==> config.mk <==
export PLATFORM = sky130hd
export DESIGN_NAME = mine_field_ctrl_flat
export DESIGN_NICKNAME = d
export VERILOG_FILES = /design/src/rtl/mine_pkg.sv /design/src/rtl/mine_field_ctrl_if.sv /design/src/rtl/mine_lfsr16.sv /design/src/rtl/mine_field_ctrl.sv /design/src/flat_wrapper.sv
export SDC_FILE = /design/constraint.sdc
export NUM_CORES = 1
export LEC_CHECK = 0
export CAP_MARGIN = 0
export CORE_ASPECT_RATIO = 1.2
export CORE_UTILIZATION = 59
export CTS_BUF_LIST = sky130_fd_sc_hd__clkbuf_8
export DETAILED_ROUTE_END_ITERATION = 6
export PLACE_DENSITY = 0.75
export SLEW_MARGIN = 20
export SYNTH_ARGS = -nofsm -noshare
export SYNTH_HDL_FRONTEND = slang
export SYNTH_SLANG_ARGS = --single-unit
==> constraint.sdc <==
create_clock -name clock -period 4.2 [get_ports clock]
set_input_delay 0.84 -clock clock [delete_from_list [all_inputs] [get_ports clock]]
set_output_delay 0.84 -clock clock [all_outputs]
set_load 0.02 [all_outputs]
==> src/rtl/mine_pkg.sv <==
// Shared constants, state encoding and neighbour scan table for the minesweeper controller.
package mine_pkg;
    localparam int ROWS          = 8;
    localparam int COLS          = 16;
    localparam int MINES_PER_ROW = 2;
    localparam int SAFE_CELLS    = ROWS*COLS - ROWS*MINES_PER_ROW;

    typedef enum logic [2:0] {
        S_IDLE,
        S_GEN,
        S_READY,
        S_COUNT,
        S_RESP,
        S_LOST,
        S_WON
    } state_t;

    typedef struct packed {
        logic signed [1:0] dr;
        logic signed [1:0] dc;
    } offset_t;

    // Neighbour scan order: row above left to right, same row, then row below.
    localparam offset_t NBR_OFFSET [8] = '{
        '{-2'sd1, -2'sd1}, '{-2'sd1, 2'sd0}, '{-2'sd1, 2'sd1},
        '{ 2'sd0, -2'sd1},                   '{ 2'sd0, 2'sd1},
        '{ 2'sd1, -2'sd1}, '{ 2'sd1, 2'sd0}, '{ 2'sd1, 2'sd1}
    };
endpackage

==> src/rtl/mine_field_ctrl_if.sv <==
// Request/response and status bundle between the game host and mine_field_ctrl.
interface mine_field_ctrl_if;
    logic        start;
    logic        load_valid;
    logic [2:0]  load_row;
    logic [15:0] load_data;
    logic        load_done;
    logic        reveal_valid;
    logic [2:0]  reveal_row;
    logic [3:0]  reveal_col;
    logic        reveal_ready;
    logic        result_valid;
    logic        result_mine;
    logic [3:0]  result_count;
    logic        field_ready;
    logic        timer_run;
    logic        finish;
    logic        win;

    modport master (
        output start, load_valid, load_row, load_data, load_done,
               reveal_valid, reveal_row, reveal_col,
        input  reveal_ready, result_valid, result_mine, result_count,
               field_ready, timer_run, finish, win
    );

    modport slave (
        input  start, load_valid, load_row, load_data, load_done,
               reveal_valid, reveal_row, reveal_col,
        output reveal_ready, result_valid, result_mine, result_count,
               field_ready, timer_run, finish, win
    );
endinterface

==> src/rtl/mine_lfsr16.sv <==
// Free-running 16-bit Fibonacci LFSR (taps 16,14,13,11) feeding mine placement.
module mine_lfsr16 #(
    parameter logic [15:0] SEED = 16'hACE1
) (
    input  logic        clock,
    input  logic        reset,
    output logic [15:0] o_lfsr
);
    logic [15:0] r_lfsr;
    logic        w_feedback;

    assign w_feedback = r_lfsr[15] ^ r_lfsr[13] ^ r_lfsr[12] ^ r_lfsr[10];

    always_ff @(posedge clock or negedge reset) begin
        if (!reset) begin
            r_lfsr <= SEED;
        end else begin
            r_lfsr <= {r_lfsr[14:0], w_feedback};
        end
    end

    assign o_lfsr = r_lfsr;
endmodule

==> src/rtl/mine_field_ctrl.sv <==
// Minesweeper game controller: seeds the field from an LFSR, answers reveal requests with
// mine/neighbour-count results, and tracks revealed cells for win/loss detection.
module mine_field_ctrl #(
    parameter logic [15:0] LFSR_SEED = 16'hACE1
) (
    input  logic             clock,
    input  logic             reset,
    mine_field_ctrl_if.slave bus
);
    import mine_pkg::*;

    localparam logic [1:0] LAST_PLACED = 2'(MINES_PER_ROW - 1);
    localparam logic [2:0] LAST_ROW    = 3'(ROWS - 1);
    localparam logic [7:0] LAST_SAFE   = 8'(SAFE_CELLS - 1);

    state_t                    r_state;
    state_t                    w_next;
    logic [15:0]               w_lfsr;
    logic                      w_unusedLfsr;
    logic [ROWS-1:0][COLS-1:0] r_mine;
    logic [ROWS-1:0][COLS-1:0] r_revealed;
    logic [7:0]                r_revealCnt;
    logic [2:0]                r_genRow;
    logic [1:0]                r_placed;
    logic [2:0]                r_row;
    logic [3:0]                r_col;
    logic [2:0]                r_k;
    logic [3:0]                r_sum;
    logic                      r_resultValid;
    logic                      r_resultMine;
    logic [3:0]                r_resultCount;
    logic [3:0]                w_cand;
    logic                      w_candFree;
    logic                      w_rowDone;
    logic                      w_hitMine;
    logic                      w_fresh;
    offset_t                   w_off;
    logic [4:0]                w_nr;
    logic [4:0]                w_nc;
    logic                      w_nbrMine;

    mine_lfsr16 #(.SEED(LFSR_SEED)) u_lfsr (
        .clock  (clock),
        .reset  (reset),
        .o_lfsr (w_lfsr)
    );

    assign w_unusedLfsr = ^w_lfsr[15:4];
    assign w_cand       = w_lfsr[3:0];
    assign w_candFree   = !r_mine[r_genRow][w_cand];
    assign w_rowDone    = w_candFree && (r_placed == LAST_PLACED);
    assign w_hitMine    = r_mine[bus.reveal_row][bus.reveal_col];
    assign w_fresh      = !r_revealed[r_row][r_col];

    // Negative offsets wrap to >= 16 in 5 bits, so one unsigned compare rejects both board edges.
    assign w_off     = NBR_OFFSET[r_k];
    assign w_nr      = {2'b00, r_row} + {{3{w_off.dr[1]}}, w_off.dr};
    assign w_nc      = {1'b0, r_col} + {{3{w_off.dc[1]}}, w_off.dc};
    assign w_nbrMine = (w_nr < 5'(ROWS)) && (w_nc < 5'(COLS)) && r_mine[w_nr[2:0]][w_nc[3:0]];

    always_ff @(posedge clock or negedge reset) begin
        if (!reset) begin
            r_state <= S_IDLE;
        end else begin
            r_state <= w_next;
        end
    end

    always_comb begin
        w_next = r_state;
        if (bus.start) begin
            w_next = S_GEN;
        end else begin
            case (r_state)
                S_IDLE:  if (bus.load_done) w_next = S_READY;
                S_GEN:   if (w_rowDone && r_genRow == LAST_ROW) w_next = S_READY;
                S_READY: if (bus.reveal_valid) w_next = w_hitMine ? S_LOST : S_COUNT;
                S_COUNT: if (r_k == 3'd7) w_next = S_RESP;
                S_RESP:  w_next = (w_fresh && r_revealCnt == LAST_SAFE) ? S_WON : S_READY;
                default: ;
            endcase
        end
    end

    // Field, reveal tracking and result registers; start clears the game and drops any pending result.
    always_ff @(posedge clock or negedge reset) begin
        if (!reset) begin
            r_mine        <= '0;
            r_revealed    <= '0;
            r_revealCnt   <= '0;
            r_genRow      <= '0;
            r_placed      <= '0;
            r_row         <= '0;
            r_col         <= '0;
            r_k           <= '0;
            r_sum         <= '0;
            r_resultValid <= 1'b0;
            r_resultMine  <= 1'b0;
            r_resultCount <= '0;
        end else begin
            r_resultValid <= 1'b0;
            if (bus.start) begin
                r_mine      <= '0;
                r_revealed  <= '0;
                r_revealCnt <= '0;
                r_genRow    <= '0;
                r_placed    <= '0;
            end else begin
                case (r_state)
                    S_IDLE: begin
                        if (bus.load_valid) r_mine[bus.load_row] <= bus.load_data;
                    end
                    S_GEN: begin
                        if (w_candFree) begin
                            r_mine[r_genRow][w_cand] <= 1'b1;
                            if (w_rowDone) begin
                                r_placed <= '0;
                                r_genRow <= r_genRow + 3'd1;
                            end else begin
                                r_placed <= r_placed + 2'd1;
                            end
                        end
                    end
                    S_READY: begin
                        if (bus.reveal_valid) begin
                            r_row <= bus.reveal_row;
                            r_col <= bus.reveal_col;
                            r_k   <= '0;
                            r_sum <= '0;
                            if (w_hitMine) begin
                                r_resultValid <= 1'b1;
                                r_resultMine  <= 1'b1;
                                r_resultCount <= 4'd15;
                            end
                        end
                    end
                    S_COUNT: begin
                        r_sum <= r_sum + {3'b000, w_nbrMine};
                        r_k   <= r_k + 3'd1;
                    end
                    S_RESP: begin
                        r_resultValid <= 1'b1;
                        r_resultMine  <= 1'b0;
                        r_resultCount <= r_sum;
                        if (w_fresh) begin
                            r_revealed[r_row][r_col] <= 1'b1;
                            r_revealCnt              <= r_revealCnt + 8'd1;
                        end
                    end
                    default: ;
                endcase
            end
        end
    end

    assign bus.reveal_ready = (r_state == S_READY);
    assign bus.field_ready  = r_state inside {S_READY, S_COUNT, S_RESP, S_LOST, S_WON};
    assign bus.timer_run    = r_state inside {S_READY, S_COUNT, S_RESP};
    assign bus.finish       = r_state inside {S_LOST, S_WON};
    assign bus.win          = (r_state == S_WON);
    assign bus.result_valid = r_resultValid;
    assign bus.result_mine  = r_resultMine;
    assign bus.result_count = r_resultCount;
endmodule

==> src/flat_wrapper.sv <==
// flat-port wrapper written by rule: the top's interface ports become plain ports
module mine_field_ctrl_flat import mine_pkg::*;
#(
    parameter logic [15:0] LFSR_SEED = 16'hACE1
)
  (clock, reset, bus_start, bus_load_valid, bus_load_row, bus_load_data, bus_load_done, bus_reveal_valid, bus_reveal_row, bus_reveal_col, bus_reveal_ready, bus_result_valid, bus_result_mine, bus_result_count, bus_field_ready, bus_timer_run, bus_finish, bus_win);
  mine_field_ctrl_if bus_i ();
  input  logic clock;
  input  logic reset;
  input wire logic [$bits(bus_i.start)-1:0] bus_start;
  input wire logic [$bits(bus_i.load_valid)-1:0] bus_load_valid;
  input wire logic [$bits(bus_i.load_row)-1:0] bus_load_row;
  input wire logic [$bits(bus_i.load_data)-1:0] bus_load_data;
  input wire logic [$bits(bus_i.load_done)-1:0] bus_load_done;
  input wire logic [$bits(bus_i.reveal_valid)-1:0] bus_reveal_valid;
  input wire logic [$bits(bus_i.reveal_row)-1:0] bus_reveal_row;
  input wire logic [$bits(bus_i.reveal_col)-1:0] bus_reveal_col;
  output wire logic [$bits(bus_i.reveal_ready)-1:0] bus_reveal_ready;
  output wire logic [$bits(bus_i.result_valid)-1:0] bus_result_valid;
  output wire logic [$bits(bus_i.result_mine)-1:0] bus_result_mine;
  output wire logic [$bits(bus_i.result_count)-1:0] bus_result_count;
  output wire logic [$bits(bus_i.field_ready)-1:0] bus_field_ready;
  output wire logic [$bits(bus_i.timer_run)-1:0] bus_timer_run;
  output wire logic [$bits(bus_i.finish)-1:0] bus_finish;
  output wire logic [$bits(bus_i.win)-1:0] bus_win;
  assign bus_i.start = bus_start;
  assign bus_i.load_valid = bus_load_valid;
  assign bus_i.load_row = bus_load_row;
  assign bus_i.load_data = bus_load_data;
  assign bus_i.load_done = bus_load_done;
  assign bus_i.reveal_valid = bus_reveal_valid;
  assign bus_i.reveal_row = bus_reveal_row;
  assign bus_i.reveal_col = bus_reveal_col;
  assign bus_reveal_ready = bus_i.reveal_ready;
  assign bus_result_valid = bus_i.result_valid;
  assign bus_result_mine = bus_i.result_mine;
  assign bus_result_count = bus_i.result_count;
  assign bus_field_ready = bus_i.field_ready;
  assign bus_timer_run = bus_i.timer_run;
  assign bus_finish = bus_i.finish;
  assign bus_win = bus_i.win;
  mine_field_ctrl #(.LFSR_SEED(LFSR_SEED)) u_core (.clock(clock), .reset(reset), .bus(bus_i));
endmodule
==> flow_summary.yaml <==
outcome:
  status: "complete, but fails checks"
  violations: "design-rule violations, negative setup slack"
critical_path:
  cp-start-kind: "register"
  worst-path-max-fanout: 8
  r2r-end: "u_core.r_sum[2]"
  critical_path_arrival_ns: 4.85
  critical_path_required_ns: 4.67
  critPathKind: "register to register"
  worstSetupEndpointType: "register"
  reg2reg_from: "u_core.r_k[0]"
  r2r_slack_ns: -0.19
  reg2regPathDepth: 18
floorplanning:
  dieArea_sq_mm: 0.03353
  die_height_microns: 200.4
  die_x_microns: 167.3
  rows: 72
  core_region_area_sq_mm: 0.03225
  num_io_pins: 43
  initial_core_util: 0.6000
cells_and_area:
  fill_cells: 2536
  register_area_sq_mm: 0.007724
  multi_input_area_sq_mm: 0.01034
  layout-drive-gt1-share: 0.1671
  syn_to_final_growth_pct: 11.68
  fin_area_sq_mm: 0.02161
  layout_commonest_cell: "dfrtp_1"
  mostFrequentLayoutCells: "dfrtp_1 (297), nor2_1 (235), inv_1 (178)"
  nets: 2075
  utilization: 0.6700
hold_path:
  hp-class: "primary input to async pin"
timing:
  holdWs_ns: 0.2497
  rsz0062_at_grt: "yes"
  fin_setup_tns_ns: -0.4161
  tightest_slew_ns: 1.171
  setup_viol: 4
  finalCriticalPeriod_ns: 4.386
  max_freq_mhz: 228.0
  hold_viol: 0
  fin_ws_ns: -0.1856
  slew_violations: 0
  max-slew-margin-rel: 0.2186
  post-route-period-util: 1.044
  finClkSkew_ns: 0.05177
grt:
  grt-ovfl-total: 0
  grt_pass1_vias: 17710
  antenna_found_initial: 5
  grtUsageTotal: 0.4128
  grt_pass1_wl_microns: 105200
  grt_max_degree: 123
routing:
  drt_wl_total_microns: 68630
  wl_per_cell_microns: 27.67
  drtAntennaViolNets: 0
  via_count: 17930
  drc: 7
  drtPass1Iterations: 7
  drt_iter0_markers: 2316
  via_per_inst: 7.229
placed_design:
  gp_congestion: 1.013
  preCtsSetupSlack_ns: -0.1561
  placed_area_sq_mm: 0.02024
  place_hpwl_microns: 42860
  io_buffers: 42
clock_network:
  clkTransAtPathRegs_ns: 0.07
  cts_tree: "built"
  hold_buffers: 0
  max-clock-path-buffers: 3
  h-tree-depth: 2
  clockRootBuffer: "clkbuf_8"
  clock_latency_ns: 0.64
  cts_made_buffers: 53
  cts.sinks: 308
yosys:
  yosys.area_share.adder: 0.01500
  ys.warnings.count: 0
  synth_top_family_by_area: "compound AO/OA/AOI/OAI gates"
  syn_inst: 2017
  async_flop_share: 1.000
  synth-seq-cells: 308
  synth-seq-area-share: 0.3988
  syn_area_sq_mm: 0.01935
  yosys.area_share.simple: 0.1172
  synth.avg_cell_area_sq_um: 9.593
  synth.distinct_cells: 69
  synth_xor_area_frac: 0.004526
  synthMuxAreaShare: 0.1648
  ys.flop_type: "dfrtp_1"
  synth_edf_count: 0
  synth_fp_nets: 2071
  synth_compound_area_frac: 0.2264
flow_run:
  max-cap-violations: 0
power:
  static-leakage-power_nw: 8.567
  p_per_area_mw_per_mm2: 530.3
  irDropWorstVdd_mv: 0.3594
[stage by stage]
stage	total power, mW	cells
2_1_floorplan	6.170	2017
3_3_place_gp	7.854	2360
3_5_place_dp	7.986	2360
4_1_cts	11.39	2471
5_1_grt	11.82	2477
6_report	11.46	2480
[cells by family (layout without fill, tap and decap cells)]
family	count (synthesis)	after routing
adder cells (fa/ha/maj)	22	22
AO/OA/AOI/OAI	605	605
buffers and inverters	353	401
AND/OR/NAND/NOR	520	520
multiplexers	199	199
flip-flops	308	308
XOR/XNOR	10	10
other	0	8
[synth_stat cells, types with 7 or more instances]
master | number | area (sq um)
mux2i_1 | 89 | 890.9
inv_1 | 167 | 626.9
nand2b_1 | 21 | 131.4
o221ai_1 | 18 | 157.7
o22ai_1 | 18 | 112.6
buf_2 | 27 | 135.1
nand4_1 | 9 | 56.30
a211oi_1 | 21 | 157.7
a22oi_1 | 97 | 728.2
buf_1 | 16 | 60.06
nor2_1 | 238 | 893.4
nor3_1 | 11 | 55.05
mux4_2 | 94 | 2117
a2111oi_0 | 19 | 166.4
a22o_1 | 16 | 140.1
dfstp_2 | 8 | 210.2
a221oi_1 | 15 | 131.4
nand3_1 | 24 | 120.1
clkbuf_1 | 133 | 499.2
nor2b_1 | 21 | 131.4
nand3b_1 | 11 | 82.58
a2bb2oi_1 | 15 | 131.4
o32ai_1 | 91 | 797.0
a21oi_1 | 92 | 460.4
mux2_2 | 16 | 180.2
buf_6 | 7 | 78.83
o21ai_0 | 107 | 535.5
o211ai_1 | 19 | 142.6
o31ai_1 | 12 | 90.09
or3_1 | 9 | 56.30
ha_1 | 20 | 250.2
dfrtp_1 | 300 | 7507
nand2_1 | 151 | 566.8
and3_1 | 7 | 43.79
o2bb2ai_1 | 21 | 183.9
o32ai_2 | 9 | 146.4
[where the power goes]
| group | internal, mW | total (mW) | switching (mW) |
|---|---|---|---|
| clock network | 1.58 | 2.91 | 1.33 |
| registers | 3.10 | 3.31 | 0.218 |
| logic | 1.94 | 5.23 | 3.29 |
[routing by layer]
| metal | track usage | routed length [microns] | vias to the layer above |
|---|---|---|---|
| met5 | 0 | 0 | - |
| met4 | 0.3132 | 5675 | 0 |
| met1 | 0.4968 | 24080 | 8800 |
| met2 | 0.6467 | 32030 | 1254 |
| met3 | 0.09445 | 6849 | 386 |
| li1 | - | - | 7489 |
[state kept, by name, summed over array words and instances (netlist names)]
register	cells
u_core.r_mine	128
u_core.r_revealed	128
u_core.u_lfsr.o_lfsr	16
u_core.r_revealCnt	8
u_core.bus.result_count	4
u_core.r_col	4
u_core.r_sum	4
u_core.r_genRow	3
u_core.r_k	3
u_core.r_row	3
u_core.r_state	3
u_core.r_placed	2
u_core.bus.result_mine	1
u_core.bus.result_valid	1
[final cells by class]
class / instances / area share
antenna: 8 / 0.0009264
sequential: 308 / 0.3574
multi-input combinational: 1356 / 0.4784
clock inverter: 31 / 0.009090
clock buffer: 68 / 0.04331
inverter: 168 / 0.02918
tap: 407 / 0.02357
timing repair buffer: 134 / 0.05807
[critical path, cell delays in order, from the launching register on]
cell      delay (ns)
dfrtp_1         0.39
inv_2           0.07
ha_4            0.15
mux2i_1         0.14
ha_2            0.21
inv_2           0.04
fa_2            0.64
buf_6           0.17
buf_16          0.13
mux4_2          0.30
mux4_2          0.51
mux4_2          0.50
mux2i_2         0.23
a211oi_2        0.10
ha_2            0.21
ha_4            0.15
nand2_2         0.05
xor2_1          0.15
nor2_1          0.06
[timing repair]
| action | 4_1_cts | 5_1_grt |
|---|---|---|
| pin swaps | 8 | 8 |
| endpoints found under the hold margin | 0 | 0 |
| buffers inserted | 9 | 3 |
| cloned | 3 | 0 |
| gates resized for setup | 22 | 3 |
| setup endpoints to repair | 3 | 4 |
[worst max path at each step]
stage | startpoint | to | slack (ns) | cells after the start
floorplan | u_core.r_k[0] | u_core.r_sum[2] | 0.07 | 16
finish | u_core.r_k[0] | u_core.r_sum[2] | -0.19 | 18
global route | u_core.r_k[1] | u_core.r_sum[2] | -0.22 | 18
detailed placement | u_core.r_k[0] | u_core.r_sum[2] | -0.16 | 17
CTS | u_core.r_k[1] | u_core.r_sum[2] | -0.07 | 17
global placement | u_core.r_k[0] | u_core.r_sum[2] | -0.1 | 17
Note: power is estimated with default switching activity, not from simulation.
